`src/rtl/multicycle_control_fsm.sv`:
```
// Multi-cycle RV32I main control FSM: sequences the shared ALU, the unified memory port,
// the IR/PC registers and the register file write port over several cycles per instruction.
module multicycle_control_fsm #(
   parameter logic [3:0]  RESET_STATE = 4'd0,
   parameter int unsigned MEM_TIMEOUT = 8
) (
   input  logic       clk,
   input  logic       rst,
   input  logic [6:0] opcode,
   input  logic [2:0] funct3,
   input  logic       funct7_5,
   input  logic       branch_taken,
   input  logic       mem_ready,
   output logic       pc_write,
   output logic       ir_write,
   output logic       adr_src,
   output logic       mem_req,
   output logic       mem_we,
   output logic       reg_write,
   output logic [1:0] alu_srca,
   output logic [1:0] alu_srcb,
   output logic [3:0] alu_control,
   output logic [1:0] result_src,
   output logic       illegal_instr,
   output logic       mem_error,
   output logic [3:0] state
);

   localparam int unsigned CW = (MEM_TIMEOUT < 2) ? 1 : $clog2(MEM_TIMEOUT + 1);

   typedef enum logic [3:0] {
      S_FETCH  = 4'd0,
      S_DECODE = 4'd1,
      S_MEMADR = 4'd2,
      S_MEMRD  = 4'd3,
      S_MEMWB  = 4'd4,
      S_MEMWR  = 4'd5,
      S_EXECR  = 4'd6,
      S_EXECI  = 4'd7,
      S_ALUWB  = 4'd8,
      S_BRANCH = 4'd9,
      S_JAL    = 4'd10,
      S_JALR   = 4'd11,
      S_LUI    = 4'd12,
      S_AUIPC  = 4'd13,
      S_TRAP   = 4'd15
   } state_t;

   state_t          r_state;
   state_t          w_next;
   logic [CW-1:0]   r_tmo_cnt;
   logic            r_illegal;
   logic            r_mem_error;
   logic            w_mem_req;
   logic            w_mem_we;
   logic            w_wait;
   logic            w_timeout;
   logic            w_set_illegal;

   // A request is outstanding in any memory state until mem_ready; mem_ready is ignored elsewhere.
   assign w_wait    = w_mem_req & ~mem_ready;
   assign w_timeout = (MEM_TIMEOUT != 0) && w_wait && (r_tmo_cnt == CW'(MEM_TIMEOUT - 1));

   always_ff @(posedge clk) begin
      if (rst) begin
         r_state     <= state_t'(RESET_STATE);
         r_tmo_cnt   <= '0;
         r_illegal   <= 1'b0;
         r_mem_error <= 1'b0;
      end else begin
         r_state <= w_next;
         if (w_wait && !w_timeout)
            r_tmo_cnt <= r_tmo_cnt + 1'b1;
         else
            r_tmo_cnt <= '0;
         if (w_timeout)
            r_mem_error <= 1'b1;
         if (w_set_illegal)
            r_illegal <= 1'b1;
      end
   end

   always_comb begin
      w_next        = r_state;
      w_set_illegal = 1'b0;
      w_mem_req     = 1'b0;
      w_mem_we      = 1'b0;
      pc_write      = 1'b0;
      ir_write      = 1'b0;
      adr_src       = 1'b0;
      reg_write     = 1'b0;
      alu_srca      = 2'b00;
      alu_srcb      = 2'b00;
      alu_control   = 4'b0000;
      result_src    = 2'b00;

      case (r_state)
         S_FETCH: begin
            w_mem_req  = 1'b1;
            alu_srcb   = 2'b10;
            result_src = 2'b10;
            if (mem_ready) begin
               ir_write = 1'b1;
               pc_write = 1'b1;
               w_next   = S_DECODE;
            end
         end
         S_DECODE: begin
            alu_srca = 2'b01;
            alu_srcb = 2'b01;
            case (opcode)
               7'b0000011,
               7'b0100011: w_next = S_MEMADR;
               7'b0110011: w_next = S_EXECR;
               7'b0010011: w_next = S_EXECI;
               7'b1100011: w_next = S_BRANCH;
               7'b1101111: w_next = S_JAL;
               7'b1100111: w_next = S_JALR;
               7'b0110111: w_next = S_LUI;
               7'b0010111: w_next = S_AUIPC;
               default: begin
                  w_next        = S_TRAP;
                  w_set_illegal = 1'b1;
               end
            endcase
         end
         S_MEMADR: begin
            alu_srca = 2'b10;
            alu_srcb = 2'b01;
            w_next   = opcode[5] ? S_MEMWR : S_MEMRD;
         end
         S_MEMRD: begin
            w_mem_req = 1'b1;
            adr_src   = 1'b1;
            if (mem_ready)
               w_next = S_MEMWB;
         end
         S_MEMWB: begin
            reg_write  = 1'b1;
            result_src = 2'b01;
            w_next     = S_FETCH;
         end
         S_MEMWR: begin
            w_mem_req = 1'b1;
            w_mem_we  = 1'b1;
            adr_src   = 1'b1;
            if (mem_ready)
               w_next = S_FETCH;
         end
         S_EXECR: begin
            alu_srca    = 2'b10;
            alu_control = {funct3, funct7_5};
            w_next      = S_ALUWB;
         end
         S_EXECI: begin
            alu_srca    = 2'b10;
            alu_srcb    = 2'b01;
            alu_control = {funct3, (funct3 == 3'b101) ? funct7_5 : 1'b0};
            w_next      = S_ALUWB;
         end
         S_ALUWB: begin
            reg_write = 1'b1;
            w_next    = S_FETCH;
         end
         S_BRANCH: begin
            alu_srca    = 2'b10;
            alu_control = {funct3, 1'b1};
            pc_write    = branch_taken;
            w_next      = S_FETCH;
         end
         S_JAL: begin
            alu_srca = 2'b01;
            alu_srcb = 2'b10;
            pc_write = 1'b1;
            w_next   = S_ALUWB;
         end
         // JALR loads PC from the direct ALU result, then reuses the JAL cycle to form the link value;
         // the repeated PC load there writes the same target latched in ALU-out.
         S_JALR: begin
            alu_srca   = 2'b10;
            alu_srcb   = 2'b01;
            result_src = 2'b10;
            pc_write   = 1'b1;
            w_next     = S_JAL;
         end
         S_LUI: begin
            alu_srcb    = 2'b01;
            alu_control = 4'b1111;
            w_next      = S_ALUWB;
         end
         S_AUIPC: begin
            alu_srca = 2'b01;
            alu_srcb = 2'b01;
            w_next   = S_ALUWB;
         end
         S_TRAP: begin
            w_next = S_TRAP;
         end
         default: begin
            w_next = S_TRAP;
         end
      endcase

      if (w_timeout)
         w_next = S_TRAP;
   end

   // Asserting rst abandons any outstanding request in the same cycle.
   assign mem_req       = w_mem_req & ~rst;
   assign mem_we        = w_mem_we & ~rst;
   assign illegal_instr = r_illegal;
   assign mem_error     = r_mem_error;
   assign state         = r_state;

endmodule

```
`config.mk`:
```
export PLATFORM = sky130hd
export DESIGN_NAME = multicycle_control_fsm
export DESIGN_NICKNAME = d
export VERILOG_FILES = /design/src/rtl/multicycle_control_fsm.sv
export SDC_FILE = /design/constraint.sdc
export NUM_CORES = 1
export LEC_CHECK = 0
export CORE_MARGIN = 2
export CORE_UTILIZATION = 42
export DETAILED_ROUTE_END_ITERATION = 10
export GPL_TIMING_DRIVEN = 1
export PLACE_DENSITY_LB_ADDON = 0.25
export SLEW_MARGIN = 20
export SYNTH_ARGS = -nofsm -noshare
export SYNTH_HDL_FRONTEND = slang
export SYNTH_SLANG_ARGS = --single-unit
```
`constraint.sdc`:
```
create_clock -name clk -period 2.2 [get_ports clk]
set_clock_uncertainty 0.15 [all_clocks]
set_input_delay 0.44 -clock clk [delete_from_list [all_inputs] [get_ports clk]]
set_output_delay 0.44 -clock clk [all_outputs]
set_load 0.03 [all_outputs]
```
# Yosys cells after proc, flatten, opt, wreduce, memory -nomap -nowiden
# Index checks and enable logic that the tools add are counted.
[word_totals] input_bits=15 wordCells=78 register_bits=10 output_inout_bits=22
[op_classes] bitwise=6 reduce_logical=19 n_mux=21 n_eq_ne=27 n_addsub=1
[ops] op="$pmux W4 S8" n=2
[ops] op="$eq A4 B4 Y1 const B" n=6
[ops] op="$eq A7 B6 Y1 const B" n=3
[ops] op="$eq A7 B7 Y1 const B" n=3
[ops] op="$eq A4 B3 Y1 const B" n=5
[ops] op="$mux W4" n=4
[ops] op="$pmux W4 S4" n=1
[ops] op="$eq A7 B5 Y1 const B" n=2
[ops] op="$reduce_or A2 Y1" n=7
[ops] op="$pmux W2 S2" n=3
[ops] op="$reduce_or A5 Y1" n=2
[ops] op="$mux W1" n=9
[ops] op="$ne A3 B3 Y1 const B" n=3
[ops] op="$reduce_or A3 Y1" n=3
[ops] op="$reduce_or A9 Y1" n=1
[ops] op="$eq A4 B2 Y1 const B" n=2
[ops] op="$eq A7 B2 Y1 const B" n=1
[ops] op="$reduce_or A6 Y1" n=1
[ops] op="$add A4 B1 Y4 const B" n=1
[ops] op="$eq A4 B1 Y1 const B" n=1
[ops] op="$logic_not A4 Y1" n=1
[ops] op="$and A1 B1 Y1" n=3
[ops] op="$eq A3 B3 Y1 const B" n=1
[ops] op="$mux W3" n=1
[ops] op="5 further kinds" n=8

# Logic depth before layout (Yosys ltp)
# Gate-level depths: netlist (run 1).
[logic_depth] depth_word=9 mapped_depth=6 mapped_depth_nobuf=5

# Least setup slack after synthesis (run 1)
# OpenSTA, ideal clock, no wires.
[synth_timing] kind="register -> output" startpoint="register r_state[3] (netlist: state[3])" endpoint="output port alu_srcb[1]" n_path_buf=1 arrival_ns=1.906 path_stages_with_launch=4 slack_ns=-0.296 path_cell_list="dfxtp_1 > buf_2 > and2b_2 > nor4_1"
[synth_between] elab_chain_cells=3 word_cells_on_any_way=11 cone_classes="eq/ne: 7; mux: 1; reduce/logical: 3"
[synth_rtl] item="start: declaration" line_no="49" rtl="state_t r_state;"
[synth_rtl] item="start signal: assignment" line_no="66" rtl="r_state <= state_t'(RESET_STATE);"
[synth_rtl] item="start signal: assignment" line_no="71" rtl="r_state <= w_next;"
[synth_rtl] item="$eq A4 B1 Y1 (tied with other cells)" line_no="97" rtl="case (r_state)"
[synth_rtl] item="$reduce_or A6 Y1 (no source line) or $reduce_or A2 Y1 (tied branches)"
[synth_rtl] item="$pmux W2 S2 *" line_no="97"
[synth_rtl] item="end: declaration" line_no="21" rtl="output logic [1:0] alu_srcb,"
# Every way passes the cells marked *; elsewhere a longest branch is shown, timed or not.

# Worst setup path in the final report (run 1)
[layout_timing] startpoint="register r_state[3] (netlist: state[3])" endpoint="output port alu_control[0]"
[layout_between] elab_chain_cells=2 word_cells_on_any_way=5 cone_classes="eq/ne: 4; mux: 1"
[layout_rtl] item="$eq A4 B4 Y1 or $eq A4 B3 Y1 (tied branches)" line_no="97"
[layout_rtl] item="$pmux W4 S4 *" line_no="97"
[layout_rtl] item="end: declaration" line_no="22" rtl="output logic [3:0] alu_control,"
# Marks and branches as above.

==> results.toml, run 1 <==
[critical_path]
end_kind = "output port"
cp_slowest_cell = "dfxtp_2"
crit_type = "flop to output port"
reg2reg_depth = 6
arrival_ns = 1.53
reg2reg_to = "r_tmo_cnt[3]"
cp.required_ns = 1.61
critical-path-max-stage-delay_ns = 0.33
start_kind = "flop"
cp_cell_sequence = "and2b_2 > buf_4 > a21oi_2 > o21ai_1 > a22o_1 > buf_6"
rrSetupSlack_ns = 0.36
rr_startpoint = "state[1]"
worst-path-max-fanout = 6

[timing]
post-route-period-util = 0.962
slew-limit-headroom = 0.725
hold_ws_ns = 0.298
clock.fmax_ghz = 0.472
rsz0062_at_grt = "true"
setup_violations = 0
hold_viol_final = 0
tns_ns = 0
finalCriticalPeriod_ns = 2.12
worst_pin_slew_ns = 0.411
slew_viol_final = 0

[drt]
routed.top_layer = "met4"
wirelength_met1_um = 1010
wl_per_cell_um = 13.2
vias = 1073
drt-total-wl_um = 2470
met3_length_um = 156
final_antenna_net_count = 0
route.detailed.drc = 0
first_pass_iters = 4
via_per_inst = 5.74
wl_met2_um = 1250
first_iter_violations = 20

[place]
placed_cells = 184
gp_congestion = 0.844
numPortBuffers = 36
hpwlAfterDp_um = 1850

[synth]
async_flop_share = 0
syn_area_per_cell_sq_um = 7.20
yosysUniqueCellTypes = 45
netlist_instances = 121
synth-edff-count = 0
synth_nets = 137
synth-seq-cells = 10
synth_top_flop_cell = "dfxtp_1"
yosys_warnings = 0
synth_area_sq_um = 871
yosysSeqAreaShare = 0.230

[global_route]
grt_pass1_vias = 927
grt_pass1_wl_um = 3930
antenna_found_initial = 0
grt_max_degree = 21
grtUsageTotal = 0.207
overflow = 0

[floorplanning]
die_h_um = 49.5
ioPinCount = 37
die_area_sq_mm = 0.00245
die-width_um = 49.5
core-area_sq_mm = 0.00196
start_util = 0.444
rows = 16

[pwr]
power.leakage_nw = 0.547
powerDensity_mw_per_mm2 = 1680
ir_worst_vdd_v = 0.000811

[clocking]
clk_path_buf_depth = 2
clk-insertion-delay-late_ns = 0.28
cts_buffers = 3
cts_setup_buffers = 0
cts_max_level = 1
cts.sinks = 10
root_buffer = "clkbuf_4"
clkTransAtPathRegs_ns = 0.06
cts_tree = "yes"

[run]
drv_cap = 0

[final_layout]
area_delta_synth_final_pct = 53.9
fillers = 170
layout_common_cells = "buf_4, clkdlybuf4s50_1, nor2_1"
drive_above_1_share = 0.269
antenna_cells = 0
fin_cells = 187
fin_util = 0.683
layout_commonest_cell = "buf_4"
multiInputGateArea_sq_um = 658
finalNetCount = 178
register_area_sq_um = 201

[min_path]
min_to = "illegal_instr"
hold_path_class = "flop to flop"
hold_depth = 2
hold_start = "illegal_instr"

[status]
outcome = "complete, no violations"
## timing repair
| item | in CTS | in global routing |
|---|---|---|
| gates resized for setup | 1 | 12 |
| pin swaps | 0 | 1 |
| hold buffers | 0 | 0 |
| setup endpoints to repair | 1 | 8 |
## cell usage after synthesis (2+ instances only)
| master | number | area [sq um] |
|---|---|---|
| nor2_1 | 14 | 52.6 |
| nand2_1 | 11 | 41.3 |
| dfxtp_1 | 10 | 200 |
| nor3_1 | 8 | 40.0 |
| a21oi_1 | 7 | 35.0 |
| inv_1 | 6 | 22.5 |
| o21ai_0 | 6 | 30.0 |
| buf_2 | 4 | 20.0 |
| nand3_1 | 4 | 20.0 |
| nor2b_1 | 4 | 25.0 |
| a311oi_1 | 3 | 26.3 |
| a211oi_1 | 2 | 15.0 |
| a31oi_1 | 2 | 12.5 |
| and3b_1 | 2 | 17.5 |
| buf_1 | 2 | 7.51 |
| nand2b_1 | 2 | 12.5 |
| nand3b_1 | 2 | 15.0 |
| nor3b_1 | 2 | 15.0 |
| o22ai_1 | 2 | 12.5 |
| xnor2_1 | 2 | 17.5 |
| xor2_1 | 2 | 17.5 |
## cell families after synthesis
logic type,share of synthesized area
buffers and inverters,0.0704
AOI/OAI and AO/OA,0.257
xor gates and xnor gates,0.0402
muxes,0.0129
and+or+nand+nor,0.375
DFF,0.230
adders and majority gates,0.0144
## state kept, by name, summed over array words and instances, names as in the netlist
register	flops
state	4
illegal_instr	1
r_tmo_cnt	4
mem_error	1
## worst max path at each step
| stage | start | endpoint | cells after the start |
|---|---|---|---|
| global placement | funct3[2] | alu_control[0] | 6 |
| CTS | state[3] | state[3] | 2 |
| global route | state[2] | alu_srcb[0] | 5 |
| floorplan | state[3] | alu_srcb[1] | 3 |
| detailed placement | funct3[2] | alu_control[0] | 6 |
| finish | state[3] | alu_control[0] | 6 |
## worst max-delay path, delay by kind of cell, from the launching register on
family,cells,cell delay [ns]
compound gates,3,0.40
flops,1,0.33
buf+inv,2,0.30
simple gates,1,0.23
## through the flow
step / area, sq um / total power [mW] / setup WS [ns]
2_1_floorplan: 906 / 1.50 / -0.296
3_3_place_gp: 1280 / 2.04 / 0.0881
3_5_place_dp: 1280 / 2.07 / 0.0686
4_1_cts: 1310 / 2.20 / 0.0380
5_1_grt: 1340 / 2.40 / -0.0139
6_report: 1340 / 2.25 / 0.0832
## report_power, final
part	internal (mW)	switching, mW
Clock	0.0634	0.0656
Sequential	0.232	0.0283
Combinational	0.744	1.11
## routing by layer
metal / up-vias / track usage
met1: 498 / 0.250
met4: 0 / 0.111
met5: - / 0
met3: 8 / 0.0394
met2: 49 / 0.344
li1: 518 / -
## layout make-up
cell class                      instances  share of cell area
Clock buffer                            3              0.0168
Inverter                                6              0.0168
Multi-Input combinational cell         97               0.491
Sequential cell                        10               0.150
Tap cell                               27              0.0252
Timing Repair Buffer                   44               0.300
No activity file was read; power rests on OpenSTA's default activity.
==> run 2, diff against run 1 <==
--- a/config.mk
+++ b/config.mk
@@ -5,6 +5,7 @@
 export SDC_FILE = /design/constraint.sdc
 export NUM_CORES = 1
 export LEC_CHECK = 0
+export CAP_MARGIN = 20
 export CORE_MARGIN = 2
 export CORE_UTILIZATION = 42
 export DETAILED_ROUTE_END_ITERATION = 10
==> results of run 2 <==
No change in the layout: final DEF, timing and power equal those of run 1.
